`config.mk`:
```
export PLATFORM = sky130hd
export DESIGN_NAME = pwm_ramp_sequencer
export DESIGN_NICKNAME = d
export VERILOG_FILES = /design/src/rtl/pwm_seq_pkg.sv /design/src/rtl/ramp_tick_gen.sv /design/src/rtl/pwm_ramp_sequencer.sv
export SDC_FILE = /design/constraint.sdc
export NUM_CORES = 1
export LEC_CHECK = 0
export CORE_UTILIZATION = 27
export DETAILED_ROUTE_END_ITERATION = 12
export GPL_TIMING_DRIVEN = 0
export MAX_ROUTING_LAYER = met4
export SLEW_MARGIN = 20
export SYNTH_ARGS = -nofsm -noshare
export SYNTH_HDL_FRONTEND = slang
export SYNTH_SLANG_ARGS = --single-unit
```
`constraint.sdc`:
```
create_clock -name clk -period 3.3 [get_ports clk]
set_input_delay 0.33 -clock clk [delete_from_list [all_inputs] [get_ports clk]]
set_output_delay 0.33 -clock clk [all_outputs]
set_load 0.02 [all_outputs]
```
`src/rtl/pwm_seq_pkg.sv`:
```
// Shared definitions for the PWM soft-start / soft-stop ramp sequencer.
package pwm_seq_pkg;

  localparam int PWM_BITS_DEF = 10;
  localparam int TICK_DIV_DEF = 50_000;
  localparam int HOLD_W_DEF   = 16;

  typedef enum logic [2:0] {
    ST_IDLE = 3'd0,
    ST_UP   = 3'd1,
    ST_HOLD = 3'd2,
    ST_DOWN = 3'd3,
    ST_DONE = 3'd4
  } seq_state_t;

endpackage

```
`src/rtl/ramp_tick_gen.sv`:
```
// Ramp tick divider: one-cycle tick every TICK_DIV enabled clocks.
// The count is held at zero while disabled, so a fresh enable always
// produces its first tick TICK_DIV-1 cycles later.
module ramp_tick_gen
  import pwm_seq_pkg::*;
#(
  parameter int TICK_DIV = TICK_DIV_DEF
) (
  input  logic clk,
  input  logic rst,
  input  logic en,
  output logic tick
);

  localparam int CW = $clog2(TICK_DIV);
  localparam logic [CW-1:0] TC = CW'(TICK_DIV - 1);

  logic [CW-1:0] cnt;

  assign tick = en && (cnt == TC);

  // Divider count: cleared by reset or disable, wraps after the terminal count.
  always_ff @(posedge clk) begin
    if (rst || !en) begin
      cnt <= '0;
    end else if (cnt == TC) begin
      cnt <= '0;
    end else begin
      cnt <= cnt + 1'b1;
    end
  end

endmodule

```
`src/rtl/pwm_ramp_sequencer.sv`:
```
// Soft-start / soft-stop duty profile sequencer driving the PWM core.
//
//   state | meaning
//   IDLE  | waiting for start; duty is 0
//   UP    | ramping duty toward the latched target, one step per tick
//   HOLD  | sitting at peak for the latched number of ticks
//   DOWN  | ramping duty toward 0, one step per tick
//   DONE  | single-cycle completion pulse, then back to IDLE
module pwm_ramp_sequencer
  import pwm_seq_pkg::*;
#(
  parameter int PWM_BITS = PWM_BITS_DEF,
  parameter int TICK_DIV = TICK_DIV_DEF,
  parameter int HOLD_W   = HOLD_W_DEF
) (
  input  logic                clk,
  input  logic                rst,
  input  logic                start,
  input  logic                abort,
  input  logic [PWM_BITS-1:0] target,
  input  logic [PWM_BITS-1:0] step,
  input  logic [HOLD_W-1:0]   hold_ticks,
  output logic [PWM_BITS-1:0] duty,
  output logic                duty_wr,
  output logic                busy,
  output logic                done,
  output logic [2:0]          state_o
);

  seq_state_t          state;
  logic                tick;
  logic [PWM_BITS-1:0] tgt_q;
  logic [PWM_BITS-1:0] step_q;
  logic [HOLD_W-1:0]   hold_q;
  logic [HOLD_W-1:0]   hold_cnt;
  logic [PWM_BITS-1:0] step_eff;
  logic [PWM_BITS:0]   sum_up;
  logic                reach_tgt;
  logic                last_down;

  ramp_tick_gen #(
    .TICK_DIV(TICK_DIV)
  ) u_tick (
    .clk (clk),
    .rst (rst),
    .en  (state != ST_IDLE),
    .tick(tick)
  );

  // A zero step would stall the ramp forever, so it is promoted to 1.
  assign step_eff  = (step == '0) ? PWM_BITS'(1) : step;
  assign sum_up    = {1'b0, duty} + {1'b0, step_q};
  assign reach_tgt = sum_up >= {1'b0, tgt_q};
  assign last_down = duty <= step_q;
  assign state_o   = state;

  // Sequencer FSM with duty datapath and registered strobes.
  always_ff @(posedge clk) begin
    if (rst) begin
      state    <= ST_IDLE;
      duty     <= '0;
      duty_wr  <= 1'b0;
      busy     <= 1'b0;
      done     <= 1'b0;
      tgt_q    <= '0;
      step_q   <= '0;
      hold_q   <= '0;
      hold_cnt <= '0;
    end else begin
      duty_wr <= 1'b0;
      done    <= 1'b0;
      unique case (state)
        ST_IDLE: begin
          if (start && !abort) begin
            tgt_q  <= target;
            step_q <= step_eff;
            hold_q <= hold_ticks;
            busy   <= 1'b1;
            state  <= ST_UP;
          end
        end
        ST_UP: begin
          if (abort) begin
            state <= ST_DOWN;
          end else if (tick) begin
            if (reach_tgt) begin
              duty    <= tgt_q;
              duty_wr <= (duty != tgt_q);
              if (hold_q != '0) begin
                hold_cnt <= hold_q;
                state    <= ST_HOLD;
              end else begin
                state <= ST_DOWN;
              end
            end else begin
              duty    <= sum_up[PWM_BITS-1:0];
              duty_wr <= 1'b1;
            end
          end
        end
        ST_HOLD: begin
          if (abort) begin
            state <= ST_DOWN;
          end else if (tick) begin
            hold_cnt <= hold_cnt - 1'b1;
            if (hold_cnt == HOLD_W'(1)) begin
              state <= ST_DOWN;
            end
          end
        end
        ST_DOWN: begin
          if (tick) begin
            if (last_down) begin
              duty    <= '0;
              duty_wr <= (duty != '0);
              busy    <= 1'b0;
              done    <= 1'b1;
              state   <= ST_DONE;
            end else begin
              duty    <= duty - step_q;
              duty_wr <= 1'b1;
            end
          end
        end
        ST_DONE: begin
          state <= ST_IDLE;
        end
        default: begin
          state <= ST_IDLE;
        end
      endcase
    end
  end

endmodule

```
# Word level (Yosys, flattened, before mapping)
# Cells that the tools add are included.
[word_totals]
elab_cells = 93
ff_bits = 84
input_bits = 40
out_inout_bits = 16
[classes]
eq_ne = 19
muxes = 36
n_addsub = 4
order_cmp = 2
reduce_logical = 20
bitwise_logic = 2
[op_table]
columns = ["operator", "n"]
rows = [
  ["2-to-1 mux 16 bit", 6],
  ["2-to-1 mux 10 bit", 6],
  ["one-hot mux 16 bit (2 select lines)", 1],
  ["2-to-1 mux 3 bit", 9],
  ["one-hot mux 10 bit (2 select lines)", 1],
  ["!= test 2 bit (second input constant)", 9],
  ["adder 16 x 1 -> 16 bit (second input constant)", 1],
  ["== test 16 x 1 -> 1 bit (second input constant)", 1],
  ["== test 16 bit (second input constant)", 1],
  ["nonzero test 16 bit", 1],
  ["subtractor 16 x 1 -> 16 bit (second input constant)", 1],
  ["AND reduction 7 bit", 2],
  ["!= test 3 bit (second input constant)", 4],
  ["one-hot mux 3 bit (4 select lines)", 1],
  ["adder 10 x 10 -> 11 bit", 1],
  [">= comparator 11 x 10 -> 1 bit", 1],
  ["<= comparator 10 bit", 1],
  ["logical NOT 10 bit", 1],
  ["2-to-1 mux 1 bit", 10],
  ["!= test 10 bit", 1],
  ["nonzero test 10 bit", 1],
  ["subtractor 10 bit", 1],
  ["AND reduction 4 bit", 2],
  ["== test 3 x 2 -> 1 bit (second input constant)", 2],
  ["12 further kinds", 18],
]

# Depth between registers and ports, before layout
# Gate-level depths: netlist of the first run.
[logic_depth]
depth_word = 6
ltp_mapped = 17
depth_no_buf = 14

# Cells and area by module
# Synthesis of the first run repeated with hierarchy kept, for this count alone.
[unflattened]
cells_unflattened = 729
hier_area_um2 = 5650.4
[by_module_without_submodules]
columns = ["mod", "cells_per_inst", "area_each_um2", "instances", "seq_area_each_um2"]
rows = [
  ["pwm_ramp_sequencer", 646, 4912.2, 1, 1361.3],
  ["ramp_tick_gen", 83, 738.2, 1, 320.3],
]

# Worst setup path before layout of the first run
# OpenSTA, ideal clock, no wires.
[synth_timing]
path_kind = "register -> register"
from = "register duty[1]"
to = "register hold_cnt[0]"
setup_slack_ns = -0.482
t_required_ns = 3.205
period_less_slack_ns = 3.782
arrival_time_ns = 3.686
setup_ns = 0.095
n_path_buf = 0
stages_incl_launch_ff = 14
cell_sequence = "dfxtp_1 -> inv_1 -> fa_1 -> o21ba_2 -> nor4_1 -> nor3_1 -> xnor2_1 -> ha_1 -> nand4_1 -> o311a_1 -> o211ai_1 -> o31a_2 -> o21ai_0 -> a221oi_1"
[synth_via]
elab_chain_len = 4
[synth_lines]
columns = ["element", "line", "text"]
rows = [
  ["from (decl)", "pwm_ramp_sequencer.sv:23", "output logic [PWM_BITS-1:0] duty,"],
  ["from (signal assigned)", "pwm_ramp_sequencer.sv:87", "duty <= tgt_q;"],
  ["from (signal assigned)", "pwm_ramp_sequencer.sv:96", "duty <= sum_up[PWM_BITS-1:0];"],
  ["from (signal assigned)", "pwm_ramp_sequencer.sv:120", "duty <= duty - step_q;"],
  ["adder 10 x 10 -> 11 bit", "pwm_ramp_sequencer.sv:52", "assign sum_up = {1'b0, duty} + {1'b0, step_q};"],
  [">= comparator 11 x 10 -> 1 bit", "pwm_ramp_sequencer.sv:53", "assign reach_tgt = sum_up >= {1'b0, tgt_q};"],
  ["!= test 2 bit (no line)", "-", ""],
  ["AND reduction 7 bit (no line)", "-", ""],
  ["to (signal assigned)", "pwm_ramp_sequencer.sv:90", "hold_cnt <= hold_q;"],
  ["to (signal assigned)", "pwm_ramp_sequencer.sv:105", "hold_cnt <= hold_cnt - 1'b1;"],
  ["to (decl)", "pwm_ramp_sequencer.sv:35", "logic [HOLD_W-1:0] hold_cnt;"],
]
# Every way passes these cells.
# A chain may end at the register's enable or synchronous reset.

# Final worst setup path of the first run
[layout_timing]
from = "register step_q[0]"
to = "register duty[1]"
[layout_via]
elab_chain_len = 6
elab_cells_between_ends = 10
classes_between = "add/sub (2); order compare (2); mux (6)"
[layout_lines]
columns = ["element", "line", "text"]
rows = [
  ["from (decl)", "pwm_ramp_sequencer.sv:33", "logic [PWM_BITS-1:0] step_q;"],
  ["from (signal assigned)", "pwm_ramp_sequencer.sv:76", "step_q <= step_eff;"],
  ["adder 10 x 10 -> 11 bit", "pwm_ramp_sequencer.sv:52", ""],
  [">= comparator 11 x 10 -> 1 bit", "pwm_ramp_sequencer.sv:53", ""],
  ["2-to-1 mux 10 bit", "pwm_ramp_sequencer.sv:86", "if (reach_tgt) begin"],
  ["2-to-1 mux 10 bit", "pwm_ramp_sequencer.sv:85", "end else if (tick) begin"],
  ["2-to-1 mux 10 bit", "pwm_ramp_sequencer.sv:83", "if (abort) begin"],
  ["one-hot mux 10 bit (2 select lines) (*)", "pwm_ramp_sequencer.sv:72", "unique case (state)"],
]
# Mark *: on every way between the ends. The rest lies on a longest branch, timed or not. The select of a mux whose other input is x is not followed.

==> results of run 1 <==
==> per-layer routing <==
metal | GRT usage (%) | share of wire [%]
met5 | - | 0
met4 | 5.43 | 2.1
met3 | 2.73 | 4.6
met2 | 25.4 | 45
met1 | 23.1 | 49
==> how the worst max path moves through the flow <==
| stage | startpoint | endpoint | slack (ns) | depth (start not counted) |
|---|---|---|---|---|
| floorplan | duty[0] | hold_cnt[0] | -0.25 | 14 |
| global placement | duty[3] | duty_wr | -1.15 | 14 |
| detailed placement | duty[3] | duty_wr | -1.05 | 14 |
| CTS | step_q[0] | hold_cnt[10] | -0.22 | 16 |
| global route | step_q[0] | duty[2] | -0.36 | 18 |
| finish | step_q[0] | duty[1] | -0.27 | 17 |
==> cells by family (layout without fill, tap and decap cells) <==
family	Yosys count	count (layout)	synth area share (%)
simple gates	277	277	26.0
compound gates	164	164	19.8
flops	84	84	31.5
buf+inv	77	180	5.91
xor+xnor	39	39	6.41
fa+ha+maj	35	35	8.50
mux	10	10	1.88
==> registers in the layout, summed over array words and instances, names as in the netlist <==
| signal | count |
|---|---|
| done | 1 |
| step_q | 10 |
| duty_wr | 1 |
| duty | 10 |
| hold_cnt | 16 |
| hold_q | 16 |
| state_o | 3 |
| busy | 1 |
| u_tick.cnt | 16 |
| tgt_q | 10 |
==> repair_timing <==
action                                  CTS  global route
pin swaps                                21            41
gates cloned                              1             0
hold buffers                              0             0
endpoints found under the hold margin     0             0
endpoints found under the setup margin   29            29
resized for setup                        29            58
buffers inserted                         24             8
==> synth_stat cells, types with 3 or more instances <==
library cell,number,area (um2)
and3_1,3,18.8
clkbuf_1,28,105
o41ai_1,4,35.0
a31oi_1,7,43.8
xor2_1,20,175
a21oi_1,69,345
o21bai_1,4,30.0
nand2b_1,7,43.8
mux2i_1,10,100
nand3_1,16,80.1
o211ai_1,13,97.6
buf_2,6,30.0
nor4_1,16,100
a21o_1,5,37.5
a211oi_1,9,67.6
inv_1,39,146
nor3b_1,3,22.5
and2_1,7,43.8
o21ai_0,21,105
dfxtp_1,84,1680
or4_1,5,37.5
or3_1,5,31.3
a211o_1,3,26.3
a221oi_1,3,26.3
nand2_1,112,420
nor2_2,3,18.8
o311ai_0,3,26.3
ha_1,33,413
nor4_2,4,50.1
xnor2_1,19,166
nor2b_1,5,31.3
nand4_1,6,37.5
nor3_1,14,70.1
o31ai_1,4,30.0
nor2_1,56,210
o21a_1,3,22.5
==> final cells by class <==
cell class | instances | share of cell area [%]
Clock buffer | 9 | 3.11
Multi-Input combinational cell | 525 | 50.9
Tap cell | 265 | 4.58
Buffer | 38 | 2.72
Sequential cell | 84 | 23.6
Clock inverter | 7 | 1.45
Inverter | 39 | 2.02
Timing Repair Buffer | 87 | 11.6
==> layout by cell type, fill, tap and decap left out, types with 5 or more instances in the layout <==
cell type and instances:
clkdlybuf4s50_1 54, nor2_4 5, nor3_1 13, a21o_1 5, nand4_1 6, a21oi_2 5
nor4_2 6, o21ai_0 12, a31oi_1 7, buf_6 12, or4_1 5, xnor2_1 17
mux2i_1 9, or3_1 5, inv_1 36, xor2_1 20, and2_1 7, ha_1 29
nand3_1 16, dfxtp_1 72, nand2b_1 6, nand2_1 108, o211ai_1 13, clkbuf_16 10
buf_4 24, nor2b_1 5, a21oi_1 64, clkbuf_1 27, nor2_1 53, dfxtp_2 8
nor4_1 13
==> power by group through the flow <==
| stage | Clock [mW] | Combinational (mW) | Sequential, mW |
|---|---|---|---|
| 6_report | 1.16 | 1.62 | 1.15 |
| 5_1_grt | 1.20 | 1.75 | 1.16 |
| 4_1_cts | 1.18 | 1.42 | 1.15 |
| 3_5_place_dp | 0 | 1.25 | 1.18 |
| 3_3_place_gp | 0 | 1.25 | 1.18 |
| 2_1_floorplan | 0 | 0.893 | 1.16 |
==> critical path, cell delays in order (launching register included) <==
cell and delay (ns):
dfxtp_2 0.36, ha_4 0.14, inv_2 0.03, fa_2 0.35, o21ba_4 0.23, buf_6 0.12
o21ai_4 0.16, xnor2_2 0.10, ha_1 0.31, nand4_1 0.09, o311a_1 0.39, o211a_1 0.24
buf_8 0.13, buf_4 0.15, buf_6 0.11, nand3_1 0.07, a32oi_1 0.13, a211oi_1 0.33
==> metrics by stage <==
step / hold slack [ns] / area [um2] / power (mW)
floorplan: 0.430 / 5430 / 2.06
finish: 0.464 / 7230 / 3.93
detailed placement: 0.453 / 6300 / 2.43
global route: 0.489 / 7230 / 4.11
global placement: 0.443 / 6300 / 2.43
CTS: 0.462 / 6930 / 3.75
==> out/summary.md, run 1 <==
### Timing
* **sum of negative setup slack** -4.86 ns
* **final period demand of the worst path** 3.57 ns
* **worst slew pin tran** 0.767 ns
* **relative max-transition margin** 48.5%
* **highest attainable clock frequency** 280 MHz
* **slack of the critical path** -0.271 ns
* **unrepaired setup endpoints after global routing** true
* **setup violators final** 29
* **final hold violation count** 0
* **number of pins with negative max-slew slack in the final report** 0
* **ratio of final minimum period to clock period** 108%
* **Worst Skew** 0.0106 ns

### Clocking
* **cell chosen for the clock root** clkbuf_16
* **latest clock arrival within the worst-skew pair** 0.36 ns
* **TritonCTS Sinks** 84
* **Num CTS Buffers** 9
* **TritonCTS clock tree** done
* **largest buffer count on any clock path** 2
* **H-tree depth** 3
* **CTS clock-pin slew for the worst setup and hold paths** 0.07 ns

### Yosys
* **Synth Net Count** 761
* **register bit count reported by yosys** 84
* **sequential-to-total area share from yosys stat** 31.5%
* **EDFF count, synth** 0
* **count of distinct cell types in the synthesized netlist** 65
* **combined area of all synthesized cells** 0.00533 mm2
* **yosys warns** 0
* **Mapped Cells** 686
* **leading register cell type out of synthesis** dfxtp_1
* **Synth async-reset ratio** 0%
* **Avg Synthesized Cell Area** 7.77 um2

### Critical path
* **CP Capture Type** flop
* **crit path max fanout** 4
* **slack of the worst reg-to-reg path** -0.27 ns
* **number of cell instances on the worst register-to-register path** 17
* **worst reg2reg endpoint** duty[1]
* **type of origin of the critical path** flop
* **type of the worst setup path** reg2reg
* **required time of the critical path** 3.54 ns
* **CP arrival** 3.81 ns
* **worst reg2reg startpoint** step_q[0]

### Finish
* **count of non-filler cells in the finished layout** 1054
* **layout overhead on the synthesized area** 35.7%
* **multi-input combinational cell area** 0.00368 mm2
* **final antenna diode count** 0
* **final cell utilization of the core** 37.3%
* **fillers** 2030
* **fraction of layout instances using a drive strength above 1** 17.4%
* **total area of sequential cells** 0.00171 mm2
* **Layout Nets** 859

### Global routing
* **number of antenna violations at the first check in global routing** 0
* **number of global-route vias before repair** 4915
* **first-pass GRT wire length** 26000 um
* **overflow left after global routing** 0
* **largest net degree at the start of global routing** 17
* **GRT Resource Usage Total** 17.0%

### Place
* **Place WS** -1.05 ns
* **HPWL reported at the end of detailed placement** 12000 um
* **Cell Count Post-Placement** 1005
* **Final GP Congestion** 0.888
* **count of input and output buffers** 54

### Power and ir drop
* **fraction of power spent switching nets** 37.0%
* **Comb pwr share** 41.1%
* **Max rail drop VDD** 0.325 mV
* **switching power summed over all nets** 1.45 mW
* **cell-internal power** 2.48 mW
* **power density relative to cell area** 543 mW/mm2
* **Leakage Power** 2.70 nW
* **clock network fraction of design power** 29.5%
* **sequential power share** 29.4%

### Route
* **ANT nets after route** 0
* **number of DRC markers after the initial detailed-route iteration** 355
* **DRC errors left** 0
* **wirelength, routed** 16700 um
* **Routed wire per std cell** 15.9 um
* **first drt pass iteration count** 5
* **total via count after detailed routing** 5344
* **number of vias per cell** 5.07

### Worst hold path
* **end point of the worst hold path** u_tick.cnt[0]
* **worst hold path type** reg2reg
* **Worst Hold Path Cells** 1
* **hold path start** u_tick.cnt[0]

### Die
* **row count** 51
* **initial core utilization** 27.5%
* **# IOs** 56
* **die outline height** 143 um
* **die area** 0.0203 mm2
* **Die W** 143 um
* **area of the placeable core** 0.0194 mm2

### Run status
* **failing checks** setup timing
* **outcome** finished with violations

### Run
* **Max Cap Violations** 0

Power figures use the tool's default switching activity.
==> run 2: changes to the inputs <==
Settings changed: CELL_PAD_IN_SITES_DETAIL_PLACEMENT set to 2, CELL_PAD_IN_SITES_GLOBAL_PLACEMENT set to 2, PLACE_DENSITY_LB_ADDON set to 0.1.
==> run 2 against run 1 <==
  * The flow still finishes with violations (setup timing)
  * Design area shrank 0.92%
  * Combinational power is essentially flat
  * Global-route usage grew 5.2 points
  * Highest routed layer unchanged
==> out/summary.md, run 2 (synthesis results as in run 1) <==
### Critical path
* **slack of the worst reg-to-reg path** -0.22 ns, +0.05 ns
* **CP arrival** 3.77 ns, -0.04 ns
* **worst reg2reg startpoint** step_q[1]
* **type of the worst setup path** reg2reg
* **path length in cells of the critical path** 15, -2
* **required time of the critical path** 3.56 ns, +0.02 ns
* **Slowest cell on crit path** o31a_4
* **number of cell instances on the worst register-to-register path** 15, -2
* **Buf+Inv Stages, Crit Path** 3, -2
* **CP Capture Type** flop
* **longest individual stage delay on the worst path** 0.42 ns, +0.03 ns
* **type of origin of the critical path** flop
* **family with the most delay on the worst path** compound AO/OA/AOI/OAI gates
* **worst reg2reg endpoint** hold_cnt[0]
* **critical-path cell list** inv_4, ha_4, nand2b_4, a21oi_4, a211oi_4, nand2_2, a311oi_4, xnor2_1, ha_1, o211ai_1, buf_4, o211ai_1, buf_4, o31a_4, a221oi_2
* **launch point of the worst path** step_q[1]
* **crit path max fanout** 7, +3

### Finish
* **fraction of layout instances using a drive strength above 1** 16.3%, -1.0 points
* **count of non-filler cells in the finished layout** 1049, -0.47%
* **leading cell type in the layout, fill and taps excluded** nand2_1
* **fillers** 2243, +10%
* **Top Registers** hold_cnt: 16 flops, hold_q: 16 flops, u_tick.cnt: 16 flops
* **most frequent cells in the layout** nand2_1 (110), dfxtp_1 (72), a21oi_1 (66), nor2_1 (55), clkdlybuf4s50_1 (54)
* **layout overhead on the synthesized area** 34.4%
* **final antenna diode count** 0, unchanged
* **Layout Nets** 854, -0.58%

### Clocking
* **TritonCTS clock tree** done
* **Num CTS Buffers** 9, unchanged
* **H-tree depth** 3, unchanged
* **latest clock arrival within the worst-skew pair** 0.36 ns, about the same
* **CTS clock-pin slew for the worst setup and hold paths** 0.07 ns, about the same
* **cell chosen for the clock root** clkbuf_16
* **TritonCTS Sinks** 84, unchanged
* **largest buffer count on any clock path** 2, unchanged

### Place
* **Place WS** -1.22 ns, -0.168 ns
* **Final GP Congestion** 0.831, -6.4%
* **HPWL reported at the end of detailed placement** 15800 um, +32%
* **count of input and output buffers** 54, unchanged
* **Cell Count Post-Placement** 1005, unchanged

### Route
* **first drt pass iteration count** 4, -1
* **wirelength, routed** 21300 um, +27%
* **DRC errors left** 0, unchanged
* **ANT nets after route** 0, unchanged
* **number of DRC markers after the initial detailed-route iteration** 178, -50%
* **number of vias per cell** 5.17, +2.0%
* **total via count after detailed routing** 5423, +1.5%
* **Routed wire per std cell** 20.3 um, +28%

### Global routing
* **number of global-route vias before repair** 5827, +19%
* **overflow left after global routing** 0, unchanged
* **first-pass GRT wire length** 33100 um, +27%
* **number of antenna violations at the first check in global routing** 0, unchanged
* **largest net degree at the start of global routing** 16, -1
* **GRT Resource Usage Total** 22.2%, +5.2 points

### Die
* **initial core utilization** 27.5%, unchanged
* **# IOs** 56, unchanged
* **Die W** 143 um, unchanged
* **area of the placeable core** 0.0194 mm2, unchanged
* **row count** 51, unchanged
* **die outline height** 143 um, unchanged
* **die area** 0.0203 mm2, unchanged

### Run
* **Max Cap Violations** 0, unchanged

### Timing
* **final hold violation count** 0, unchanged
* **final period demand of the worst path** 3.52 ns, -0.0550 ns
* **setup violators final** 27, -6.9%
* **ratio of final minimum period to clock period** 107%, -1.7 points
* **highest attainable clock frequency** 284 MHz, +1.6%
* **number of pins with negative max-slew slack in the final report** 0, unchanged
* **relative max-transition margin** 44.3%, -4.2 points
* **Worst Skew** 0.00877 ns, -0.00184 ns
* **slack of the critical path** -0.216 ns, +0.0550 ns
* **worst slew pin tran** 0.835 ns, +0.0683 ns
* **unrepaired setup endpoints after global routing** true

### Run status
* **failing checks** setup timing
* **outcome** finished with violations

### Worst hold path
* **Worst Hold Path Cells** 2, +1
* **worst hold path type** reg2reg
* **hold path start** hold_q[10]
* **end point of the worst hold path** hold_q[10]

### Power and ir drop
* **Max rail drop VDD** 0.246 mV, -24%
* **power density relative to cell area** 532 mW/mm2, -2.1%
* **Leakage Power** 2.66 nW, -1.6%

## run 2: changes by cell type in the layout (fill, tap and decap cells not counted), sizes merged
cell,delta
bufinv,-2
clkinvlp,+1
clkbuf,+2
inv,-1
buf,-5
## run 2: worst max-delay path by stage
stage / to / slack (ns)
after CTS: hold_cnt[13] / -0.30
after floorplan: hold_cnt[0] / -0.25
final: hold_cnt[0] / -0.22
after detailed placement: duty_wr / -1.22
after global routing: duty[5] / -0.39
after global placement: duty_wr / -1.19
## run 2: layout make-up
type / count / area (um2) / share of cell area [%]
buffer: 36 / 185 / 2.58
clock buffer: 11 / 254 / 3.54
clock inverter: 5 / 41.3 / 0.576
inverter: 39 / 149 / 2.08
multi-input combinational: 525 / 3690 / 51.5
sequential: 84 / 1710 / 23.8
tap: 265 / 332 / 4.63
timing repair buffer: 84 / 806 / 11.2
## run 2: per-layer routing
| layer | track usage, % | wire, um | vias to the layer above |
|---|---|---|---|
| met1 | 26.6 | 9690 | 2723 |
| li1 | - | - | 2594 |
| met5 | - | 0 | - |
| met3 | 2.76 | 354 | 29 |
| met4 | 5.94 | 389 | 0 |
| met2 | 39.0 | 10800 | 77 |
## run 2: worst min-delay path: stages (launching register included)
cell	delay, ns
dfxtp_1	0.32
nand2_1	0.06
a21oi_1	0.05
## run 2: stage by stage
stage	setup TNS, ns	instance area, um2	util, %	power [mW]	hold slack [ns]
4_1_cts	-5.26	7040	36.3	3.77	0.482
5_1_grt	-7.83	7170	36.9	4.02	0.488
2_1_floorplan	-3.37	5430	-	2.06	0.430
6_report	-3.87	7170	36.9	3.81	0.475
3_3_place_gp	-21.12	6300	32.5	2.48	0.445
3_5_place_dp	-25.55	6300	32.5	2.52	0.472
## run 2: report_power, final
group | internal (mW) | switching [mW]
sequential | 1.08 | 0.0877
combinational | 0.647 | 0.946
clock | 0.567 | 0.484
total | 2.30 | 1.52
## run 2: what timing repair did
action	CTS	global route
buffers inserted	26	3
gates resized for setup	58	26
pin swaps	29	13
hold buffers	0	0
setup endpoints to repair	29	29
gates cloned	1	0
